**config.mk**
```make
export PLATFORM = sky130hd
export DESIGN_NAME = sdram_pattern_tester_flat
export DESIGN_NICKNAME = d
export VERILOG_FILES = /design/src/rtl/sdram_pattern_tester_if.sv /design/src/rtl/sdram_pattern_tester.sv /design/src/flat_wrapper.sv
export SDC_FILE = /design/constraint.sdc
export NUM_CORES = 1
export LEC_CHECK = 0
export BUFFER_PORTS_ARGS = -buffer_cell sky130_fd_sc_hd__buf_2
export CAP_MARGIN = 20
export CELL_PAD_IN_SITES_DETAIL_PLACEMENT = 0
export CELL_PAD_IN_SITES_GLOBAL_PLACEMENT = 1
export CORE_MARGIN = 4
export CORE_UTILIZATION = 30
export DETAILED_ROUTE_END_ITERATION = 16
export PLACE_DENSITY_LB_ADDON = 0.1
export SLEW_MARGIN = 0
export SYNTH_ARGS = -nofsm -noshare
export SYNTH_HDL_FRONTEND = slang
export SYNTH_SLANG_ARGS = --single-unit
```
**constraint.sdc**
```tcl
create_clock -name clk -period 2.8 [get_ports clk]
set_input_delay 0.42 -clock clk [delete_from_list [all_inputs] [get_ports clk]]
set_output_delay 0.42 -clock clk [all_outputs]
set_load 0.05 [all_outputs]
```
**src/rtl/sdram_pattern_tester_if.sv**
```systemverilog
// Request/response bus between the pattern tester (master) and the SDRAM controller (slave).
interface sdram_pattern_tester_if #(
  parameter int ADDR_W = 25,
  parameter int DATA_W = 16
);
  logic [ADDR_W-1:0] wr_addr;
  logic [DATA_W-1:0] wr_data;
  logic              wr_enable;
  logic [ADDR_W-1:0] rd_addr;
  logic              rd_enable;
  logic [DATA_W-1:0] rd_data;
  logic              rd_ready;
  logic              busy;

  modport master (
    output wr_addr, wr_data, wr_enable, rd_addr, rd_enable,
    input  rd_data, rd_ready, busy
  );

  modport slave (
    input  wr_addr, wr_data, wr_enable, rd_addr, rd_enable,
    output rd_data, rd_ready, busy
  );
endinterface

```
**src/rtl/sdram_pattern_tester.sv**
```systemverilog
// Writes an address-keyed pattern through the SDRAM controller, reads it back and
// reports pass/fail, error count and the first failing address/data.
module sdram_pattern_tester #(
  parameter int                ADDR_W    = 25,
  parameter int                DATA_W    = 16,
  parameter int                NUM_WORDS = 1024,
  parameter logic [ADDR_W-1:0] BASE_ADDR = '0,
  parameter logic [DATA_W-1:0] SEED      = 16'h3D1A,
  parameter int                TIMEOUT   = 1023
) (
  input  logic                  clk,
  input  logic                  rst_n,
  input  logic                  start_i,
  output logic                  running_o,
  output logic                  done_o,
  output logic                  pass_o,
  output logic                  timeout_o,
  output logic [15:0]           err_count_o,
  output logic [ADDR_W-1:0]     first_err_addr_o,
  output logic [DATA_W-1:0]     first_err_data_o,
  sdram_pattern_tester_if.master bus
);

  localparam int                TW        = $clog2(TIMEOUT + 1) + 1;
  localparam logic [TW-1:0]     TMO_MAX   = TW'(TIMEOUT);
  localparam logic [ADDR_W-1:0] LAST_ADDR = BASE_ADDR + ADDR_W'(NUM_WORDS - 1);

  typedef enum logic [2:0] {
    S_IDLE, S_WR_REQ, S_WR_ACK, S_WR_DONE, S_RD_REQ, S_RD_ACK, S_RD_DATA, S_DONE
  } state_t;

  state_t            state_q, state_d;
  logic [ADDR_W-1:0] addr_q, addr_d;
  logic [TW-1:0]     tmo_q, tmo_d;
  logic              got_q, got_d;
  logic              running_q, running_d;
  logic              done_q, done_d;
  logic              timeout_q, timeout_d;
  logic [15:0]       err_q, err_d;
  logic              ferr_seen_q, ferr_seen_d;
  logic [ADDR_W-1:0] ferr_addr_q, ferr_addr_d;
  logic [DATA_W-1:0] ferr_data_q, ferr_data_d;
  logic [ADDR_W-1:0] wr_addr_q, wr_addr_d;
  logic [DATA_W-1:0] wr_data_q, wr_data_d;
  logic              wr_en_q, wr_en_d;
  logic [ADDR_W-1:0] rd_addr_q, rd_addr_d;
  logic              rd_en_q, rd_en_d;
  logic              err_inc;
  logic              tmo_hit;
  logic              data_ok;

  function automatic logic [DATA_W-1:0] expected(input logic [ADDR_W-1:0] a);
    return a[DATA_W-1:0] ^ SEED;
  endfunction

  always_ff @(posedge clk or negedge rst_n) begin
    if (!rst_n) begin
      state_q     <= S_IDLE;
      addr_q      <= BASE_ADDR;
      tmo_q       <= '0;
      got_q       <= 1'b0;
      running_q   <= 1'b0;
      done_q      <= 1'b0;
      timeout_q   <= 1'b0;
      err_q       <= '0;
      ferr_seen_q <= 1'b0;
      ferr_addr_q <= '0;
      ferr_data_q <= '0;
      wr_addr_q   <= '0;
      wr_data_q   <= '0;
      wr_en_q     <= 1'b0;
      rd_addr_q   <= '0;
      rd_en_q     <= 1'b0;
    end else begin
      state_q     <= state_d;
      addr_q      <= addr_d;
      tmo_q       <= tmo_d;
      got_q       <= got_d;
      running_q   <= running_d;
      done_q      <= done_d;
      timeout_q   <= timeout_d;
      err_q       <= err_d;
      ferr_seen_q <= ferr_seen_d;
      ferr_addr_q <= ferr_addr_d;
      ferr_data_q <= ferr_data_d;
      wr_addr_q   <= wr_addr_d;
      wr_data_q   <= wr_data_d;
      wr_en_q     <= wr_en_d;
      rd_addr_q   <= rd_addr_d;
      rd_en_q     <= rd_en_d;
    end
  end

  always_comb begin
    state_d     = state_q;
    addr_d      = addr_q;
    tmo_d       = tmo_q;
    got_d       = got_q;
    running_d   = running_q;
    done_d      = done_q;
    timeout_d   = timeout_q;
    err_d       = err_q;
    ferr_seen_d = ferr_seen_q;
    ferr_addr_d = ferr_addr_q;
    ferr_data_d = ferr_data_q;
    wr_addr_d   = wr_addr_q;
    wr_data_d   = wr_data_q;
    wr_en_d     = wr_en_q;
    rd_addr_d   = rd_addr_q;
    rd_en_d     = rd_en_q;
    err_inc     = 1'b0;
    data_ok     = got_q;
    tmo_hit     = (tmo_q == TMO_MAX);

    case (state_q)
      S_IDLE, S_DONE: begin
        if (start_i && !running_q) begin
          running_d   = 1'b1;
          done_d      = 1'b0;
          timeout_d   = 1'b0;
          err_d       = '0;
          ferr_seen_d = 1'b0;
          ferr_addr_d = '0;
          ferr_data_d = '0;
          addr_d      = BASE_ADDR;
          state_d     = bus.busy ? S_IDLE : S_WR_REQ;
        end else if (running_q && !bus.busy) begin
          // Controller finished initialising after start was accepted.
          state_d = S_WR_REQ;
        end
      end
      S_WR_REQ: begin
        wr_en_d   = 1'b1;
        wr_addr_d = addr_q;
        wr_data_d = expected(addr_q);
        state_d   = S_WR_ACK;
      end
      S_WR_ACK: begin
        if (bus.busy || tmo_hit) begin
          timeout_d = timeout_q | ~bus.busy;
          wr_en_d   = 1'b0;
          wr_addr_d = '0;
          wr_data_d = '0;
          state_d   = S_WR_DONE;
        end
      end
      S_WR_DONE: begin
        if (!bus.busy) begin
          if (addr_q == LAST_ADDR) begin
            addr_d  = BASE_ADDR;
            state_d = S_RD_REQ;
          end else begin
            addr_d  = addr_q + 1'b1;
            state_d = S_WR_REQ;
          end
        end
      end
      S_RD_REQ: begin
        rd_en_d   = 1'b1;
        rd_addr_d = addr_q;
        got_d     = 1'b0;
        state_d   = S_RD_ACK;
      end
      S_RD_ACK: begin
        if (bus.busy || tmo_hit) begin
          timeout_d = timeout_q | ~bus.busy;
          rd_en_d   = 1'b0;
          rd_addr_d = '0;
          state_d   = S_RD_DATA;
        end
      end
      S_RD_DATA: begin
        if (bus.rd_ready && !got_q) begin
          got_d   = 1'b1;
          data_ok = 1'b1;
          if (bus.rd_data != expected(addr_q)) begin
            err_inc = 1'b1;
            if (!ferr_seen_q) begin
              ferr_seen_d = 1'b1;
              ferr_addr_d = addr_q;
              ferr_data_d = bus.rd_data;
            end
          end
        end
        if ((data_ok && !bus.busy) || tmo_hit) begin
          // A read that never returned data counts as one error.
          if (!(data_ok && !bus.busy)) begin
            timeout_d = 1'b1;
            err_inc   = ~data_ok;
          end
          if (addr_q == LAST_ADDR) begin
            running_d = 1'b0;
            done_d    = 1'b1;
            state_d   = S_DONE;
          end else begin
            addr_d  = addr_q + 1'b1;
            state_d = S_RD_REQ;
          end
        end
      end
      default: state_d = S_IDLE;
    endcase

    if (err_inc && err_q != 16'hFFFF) err_d = err_q + 16'd1;

    if (state_d != state_q)
      tmo_d = '0;
    else if (state_q inside {S_WR_ACK, S_RD_ACK, S_RD_DATA})
      tmo_d = tmo_q + 1'b1;
  end

  assign running_o        = running_q;
  assign done_o           = done_q;
  assign pass_o           = done_q && (err_q == 16'd0) && !timeout_q;
  assign timeout_o        = timeout_q;
  assign err_count_o      = err_q;
  assign first_err_addr_o = ferr_addr_q;
  assign first_err_data_o = ferr_data_q;
  assign bus.wr_addr      = wr_addr_q;
  assign bus.wr_data      = wr_data_q;
  assign bus.wr_enable    = wr_en_q;
  assign bus.rd_addr      = rd_addr_q;
  assign bus.rd_enable    = rd_en_q;

endmodule

```
**src/flat_wrapper.sv**
```systemverilog
// flat-port wrapper written by rule: the top's interface ports become plain ports
module sdram_pattern_tester_flat 
#(
  parameter int                ADDR_W    = 25,
  parameter int                DATA_W    = 16,
  parameter int                NUM_WORDS = 1024,
  parameter logic [ADDR_W-1:0] BASE_ADDR = '0,
  parameter logic [DATA_W-1:0] SEED      = 16'h3D1A,
  parameter int                TIMEOUT   = 1023
)
  (clk, rst_n, start_i, running_o, done_o, pass_o, timeout_o, err_count_o, first_err_addr_o, first_err_data_o, bus_wr_addr, bus_wr_data, bus_wr_enable, bus_rd_addr, bus_rd_enable, bus_rd_data, bus_rd_ready, bus_busy);
  sdram_pattern_tester_if #(.ADDR_W(ADDR_W), .DATA_W(DATA_W)) bus_i ();
  input  logic clk;
  input  logic rst_n;
  input  logic start_i;
  output logic running_o;
  output logic done_o;
  output logic pass_o;
  output logic timeout_o;
  output logic [15:0] err_count_o;
  output logic [ADDR_W-1:0] first_err_addr_o;
  output logic [DATA_W-1:0] first_err_data_o;
  output wire logic [$bits(bus_i.wr_addr)-1:0] bus_wr_addr;
  output wire logic [$bits(bus_i.wr_data)-1:0] bus_wr_data;
  output wire logic [$bits(bus_i.wr_enable)-1:0] bus_wr_enable;
  output wire logic [$bits(bus_i.rd_addr)-1:0] bus_rd_addr;
  output wire logic [$bits(bus_i.rd_enable)-1:0] bus_rd_enable;
  input wire logic [$bits(bus_i.rd_data)-1:0] bus_rd_data;
  input wire logic [$bits(bus_i.rd_ready)-1:0] bus_rd_ready;
  input wire logic [$bits(bus_i.busy)-1:0] bus_busy;
  assign bus_wr_addr = bus_i.wr_addr;
  assign bus_wr_data = bus_i.wr_data;
  assign bus_wr_enable = bus_i.wr_enable;
  assign bus_rd_addr = bus_i.rd_addr;
  assign bus_rd_enable = bus_i.rd_enable;
  assign bus_i.rd_data = bus_rd_data;
  assign bus_i.rd_ready = bus_rd_ready;
  assign bus_i.busy = bus_busy;
  sdram_pattern_tester #(.ADDR_W(ADDR_W), .DATA_W(DATA_W), .NUM_WORDS(NUM_WORDS), .BASE_ADDR(BASE_ADDR), .SEED(SEED), .TIMEOUT(TIMEOUT)) u_core (.clk(clk), .rst_n(rst_n), .start_i(start_i), .running_o(running_o), .done_o(done_o), .pass_o(pass_o), .timeout_o(timeout_o), .err_count_o(err_count_o), .first_err_addr_o(first_err_addr_o), .first_err_data_o(first_err_data_o), .bus(bus_i));
endmodule
```
---- After elaboration in Yosys (flattened, before gate mapping) ----
Cells that the tools add are included.
cells by class
  equal/unequal tests ..................... 24
  mux-type cells .......................... 60
  add/subtract/negate cells ............... 3
  reduce and logical (&&, ||, !) cells .... 35
  bitwise logic cells ..................... 4
operator list
  cell                     number
  $mux W25                 9
  $pmux W25 S2             3
  $mux W16                 7
  $pmux W25 S3             1
  $pmux W16 S2             2
  $add A25 B1 Y25 const B  1
  $eq A25 B10 Y1 const B   1
  $mux W11                 2
  $mux W3                  7
  $pmux W3 S7              1
  $mux W1                  20
  $add A16 B1 Y16 const B  1
  $logic_not A16 Y1        1
  $ne A16 B16 Y1           1
  $ne A16 B16 Y1 const B   1
  $ne A2 B1 Y1 const B     8
  $reduce_and A5 Y1        3
  $reduce_bool A2 Y1       7
  $eq A3 B3 Y1 const B     4
  $pmux W1 S2              6
  $add A11 B1 Y11 const B  1
  $eq A11 B10 Y1 const B   1
  $reduce_bool A3 Y1       3
  $ne A2 B2 Y1 const B     4
  other kinds (15)         31
storage, ports and cells
  bits in registers ....................... 169
  input port bits ......................... 21
  word-level logic and storage cells ...... 142

---- Longest topological paths before layout ----
  word-level depth ........................ 11
  gate-level depth with buffers ........... 10
  gate-level depth less buffers ........... 8

---- Worst setup path after synthesis ----
Ideal clock, no wire load.
  path kind ............................... reg-to-output
  start point ............................. register u_core.err_q[1], in the netlist u_core.err_count_o[1]
  end point ............................... output pass_o
  setup slack ............................. -0.231 ns
  path buffers ............................ 0
  arrival ................................. 2.611 ns
  cell stages (with the launch flop) ...... 6
  cells stage by stage .................... dfrtp_1 > inv_1 > ha_1 > nor4b_1 > nand4_1 > nor4_1
on the way
  longest elaborated chain between the ends .. 3
RTL lines
  item                              line                         text
  from (decl)                       sdram_pattern_tester.sv:39   logic [15:0] err_q, err_d;
  from (signal assigned)            sdram_pattern_tester.sv:82   err_q <= err_d;
  $logic_not A16 Y1                 sdram_pattern_tester.sv:214  assign pass_o = done_q && (err_q == 16'd0) && !timeout_q;
  $logic_and A1 B1 Y1 (2 in a row)  sdram_pattern_tester.sv:214
  to (decl)                         flat_wrapper.sv:18           output logic pass_o;
No other way between the ends.

---- Final worst setup path ----
  start point ............................. register u_core.err_q[0], in the netlist u_core.err_count_o[0]
  end point ............................... register u_core.err_q[10], in the netlist u_core.err_count_o[10]
on the way
  longest elaborated chain between the ends .. 4
  elaborated cells between the ends (all ways) .. 7
RTL lines
  item
  parallel branches: the longest is 4 deep, another holds $add A16 B1 Y16
Several ways; the timed one is not identified.
A chain may end at the register's enable or synchronous reset.

==> metrics <==
status complete, no violations; net switching power 3.11 mW; pre-CTS WS 0.191 ns; peak supply drop 0.000695 V; chip height 167 um; area grow syn2layout 23.5%; Ys Warns 0; Rel. slew slack 58.5%; min-delay src bus_rd_data[6]; fin crit period ~2.6 ns; worst reg2reg endpoint u_core.err_count_o[10]; EDFF count, synth 0; P_int 4.36 mW; sequential area share after synthesis 53.2%; worst-path fanout max 16; Synth top area share 53.2%; WL/cell 18.8 um; Via density 5.06; DRT Pass-1 Iters 6; combinational fraction of design power a little under a third; Sequential Power Share about two fifths; Root Driver clkbuf_16; Post-Layout Inst Area 9350 um2; post-detail-place hpwl approximately 17000 um; Vias about 6400; Synth Flop Type dfrtp_1; total grt overflow 0; fin. max-slew vios 0; post-CTS setup repair buffer count 0; final WL about 24000 um; initial antenna violation count 0; Avg Inst Size Synth 9.73 um2; CTS sink cnt 161; DRC Markers 0; Max Freq 383 MHz; Yosys reg bits 161; PnR worst setup slack approximately 0.19 ns; Overall Global Routing Usage between 15 and 20%; CP Class reg2reg; Max Cap Viol 0; Placed Instance Area approximately 8800 um2; critical path data required time slightly above 3 ns; Worst-Skew Late Latency 0.43 ns; layout cells sized above 1 25.5%; Final #Nets 945; most frequent cells in the layout 161 x dfrtp_1, 148 x buf_2, 124 x nand2_1, 70 x o21ai_0, 61 x nor2_1; async set-reset flop share out of synthesis 100%; Starting Density 30.8%; Synth Net Count 803; vias in the first global route 6540; Static Leak 4.62 nW; Worst Setup EP u_core.err_count_o[10]; WP data arrival ~3 ns; r2r worst-path depth 9; Port Buffers 149; commonest non-fill, non-tap cell in the layout dfrtp_1; Net Sw Frac 41.6%; fin crit share slightly above 90%; Synth Instances 778; Max Buffers Root-to-Sink 2; leading area contributor after synthesis dfrtp_1; first-pass GRT wire length 37800 um; worst clock skew 0.0123 ns; Setup crit end kind register; Hold Path Class in2reg; largest net degree at the start of global routing 83; core region area 24600 um2; Setup TNS 0 ns; Clk network pwr share 30.4%; H-tree depth 4; TritonCTS clock tree done; worst r2r src u_core.err_count_o[0]; antenna-violating nets left 0; Critical Path Start Type register; GP Congestion 0.838; number of CTS-inserted buffers 17; clock slew seen by the registers of the worst setup and hold paths 0.07 ns; row count 57; setup slack, reg-to-reg ~0.19 ns; mapped cell area 7570 um2; 1st-iter DRT viols 367; Area contributors post-synth dfrtp_1 53%, nand2_1 6.2%, a22o_1 5.8%, o21ai_0 4.6%, xor2_1 3.6%; IO Pins 150; diodes inserted 0; final-layout fill cell count between 2000 and 3000; Worst-Margin Slew 0.623 ns; post-synthesis cell type count 57; final hold viol count 0; die span in x 167 um; die footprint 27800 um2; PD cells around 800 nW/um2; final setup fails 0; Critical Path Start u_core.err_count_o[0]; unrepaired setup endpoints after global routing false
synth_stat cells, types with 3 or more instances:
cell type and n:
o21ai_0 70, a22o_1 50, o211ai_1 3, and2_1 6, nor2_1 63, nor3_1 11, and4_1 4, or2_2 4
and3_1 19, nor2b_1 4, a211o_1 4, ha_1 4, xor2_1 31, a31oi_1 3, mux2i_1 3, buf_2 14
a221o_1 6, nand2_1 125, inv_1 12, a21oi_1 18, buf_4 8, nand4_1 18, nand3_1 19, or3_1 3
nor4_1 14, dfrtp_1 161, xnor2_1 18, clkbuf_1 41, nand2b_1 6
flip-flops by register name, summed over array words and instances (netlist names):
signal and count:
u_core.addr_q 25, u_core.bus.rd_addr 25, u_core.bus.rd_enable 1, u_core.bus.wr_addr 18, u_core.bus.wr_data 15, u_core.bus.wr_enable 1, u_core.done_o 1, u_core.err_count_o 16
u_core.ferr_seen_q 1, u_core.first_err_addr_o 25, u_core.first_err_data_o 16, u_core.got_q 1, u_core.running_o 1, u_core.state_q 3, u_core.timeout_o 1, u_core.tmo_q 11
how the worst min path moves through the flow:
stage	endpoint	depth (start not counted)	slack (ns)
after floorplan	u_core.addr_q[0]	0	0.12
after CTS	u_core.first_err_data_o[6]	3	0.21
final	u_core.first_err_data_o[6]	3	0.24
after detailed placement	u_core.err_count_o[2]	1	0.45
after global placement	u_core.err_count_o[3]	1	0.44
after global routing	u_core.first_err_data_o[1]	3	0.24
final cells by class:
cell class / count / area (um2) / area share (%)
Timing Repair Buffer: 188 / 1080 / 11.6
Sequential cell: 161 / 4030 / 43.1
Inverter: 12 / 45.0 / 0.482
Multi-Input combinational cell: 540 / 3220 / 34.4
Clock buffer: 17 / 425 / 4.55
Clock inverter: 14 / 143 / 1.53
Tap cell: 324 / 405 / 4.34
critical path, stage by stage (launching register included):
cell and delay, ns:
dfrtp_1 0.41, ha_1 0.23, nand3_2 0.13, or4_4 0.58
nor3_4 0.22, and3_4 0.25, a21oi_4 0.04, buf_4 0.20
and3_1 0.19, a221o_1 0.25
through the flow:
| step | utilization, % | hold WS (ns) | total power, mW | instances |
|---|---|---|---|---|
| after floorplan | - | 0.124 | 4.52 | 778 |
| after global placement | 35.7 | 0.443 | 5.23 | 1224 |
| after detailed placement | 35.7 | 0.451 | 5.26 | 1224 |
| after CTS | 38.0 | 0.209 | 7.56 | 1256 |
| after global routing | 38.0 | 0.243 | 7.87 | 1256 |
| final | 38.0 | 0.236 | 7.47 | 1256 |
power by group through the flow:
stage	combinational (mW)	clock [mW]	sequential, mW
floorplan	0.913	0	3.60
finish	2.30	2.27	2.90
CTS	2.32	2.35	2.90
global placement	2.30	0	2.93
global route	2.48	2.44	2.95
detailed placement	2.32	0	2.94
cells by family (layout without fill, tap and decap cells):
logic type | Yosys count | in the layout | synth area share (%)
AND/OR/NAND/NOR | 314 | 314 | 20.2
flip-flops | 161 | 161 | 53.2
buffers and inverters | 77 | 231 | 4.54
adder cells (fa/ha/maj) | 4 | 4 | 0.661
AO/OA/AOI/OAI | 169 | 169 | 15.2
XOR/XNOR | 49 | 49 | 5.67
multiplexers | 4 | 4 | 0.545
metal layers:
metal | wire length [um] | GRT usage, %
met1 | 11600 | 24.8
met2 | 10700 | 25.8
met3 | 1120 | 3.44
met4 | 282 | 4.48
met5 | 0 | 0
what timing repair did:
action | 4_1_cts | 5_1_grt
hold buffers | 1 | 0
endpoints found under the hold margin | 52 | 0
gates resized for setup | 0 | 0
Note: power is estimated with default switching activity, not from simulation.
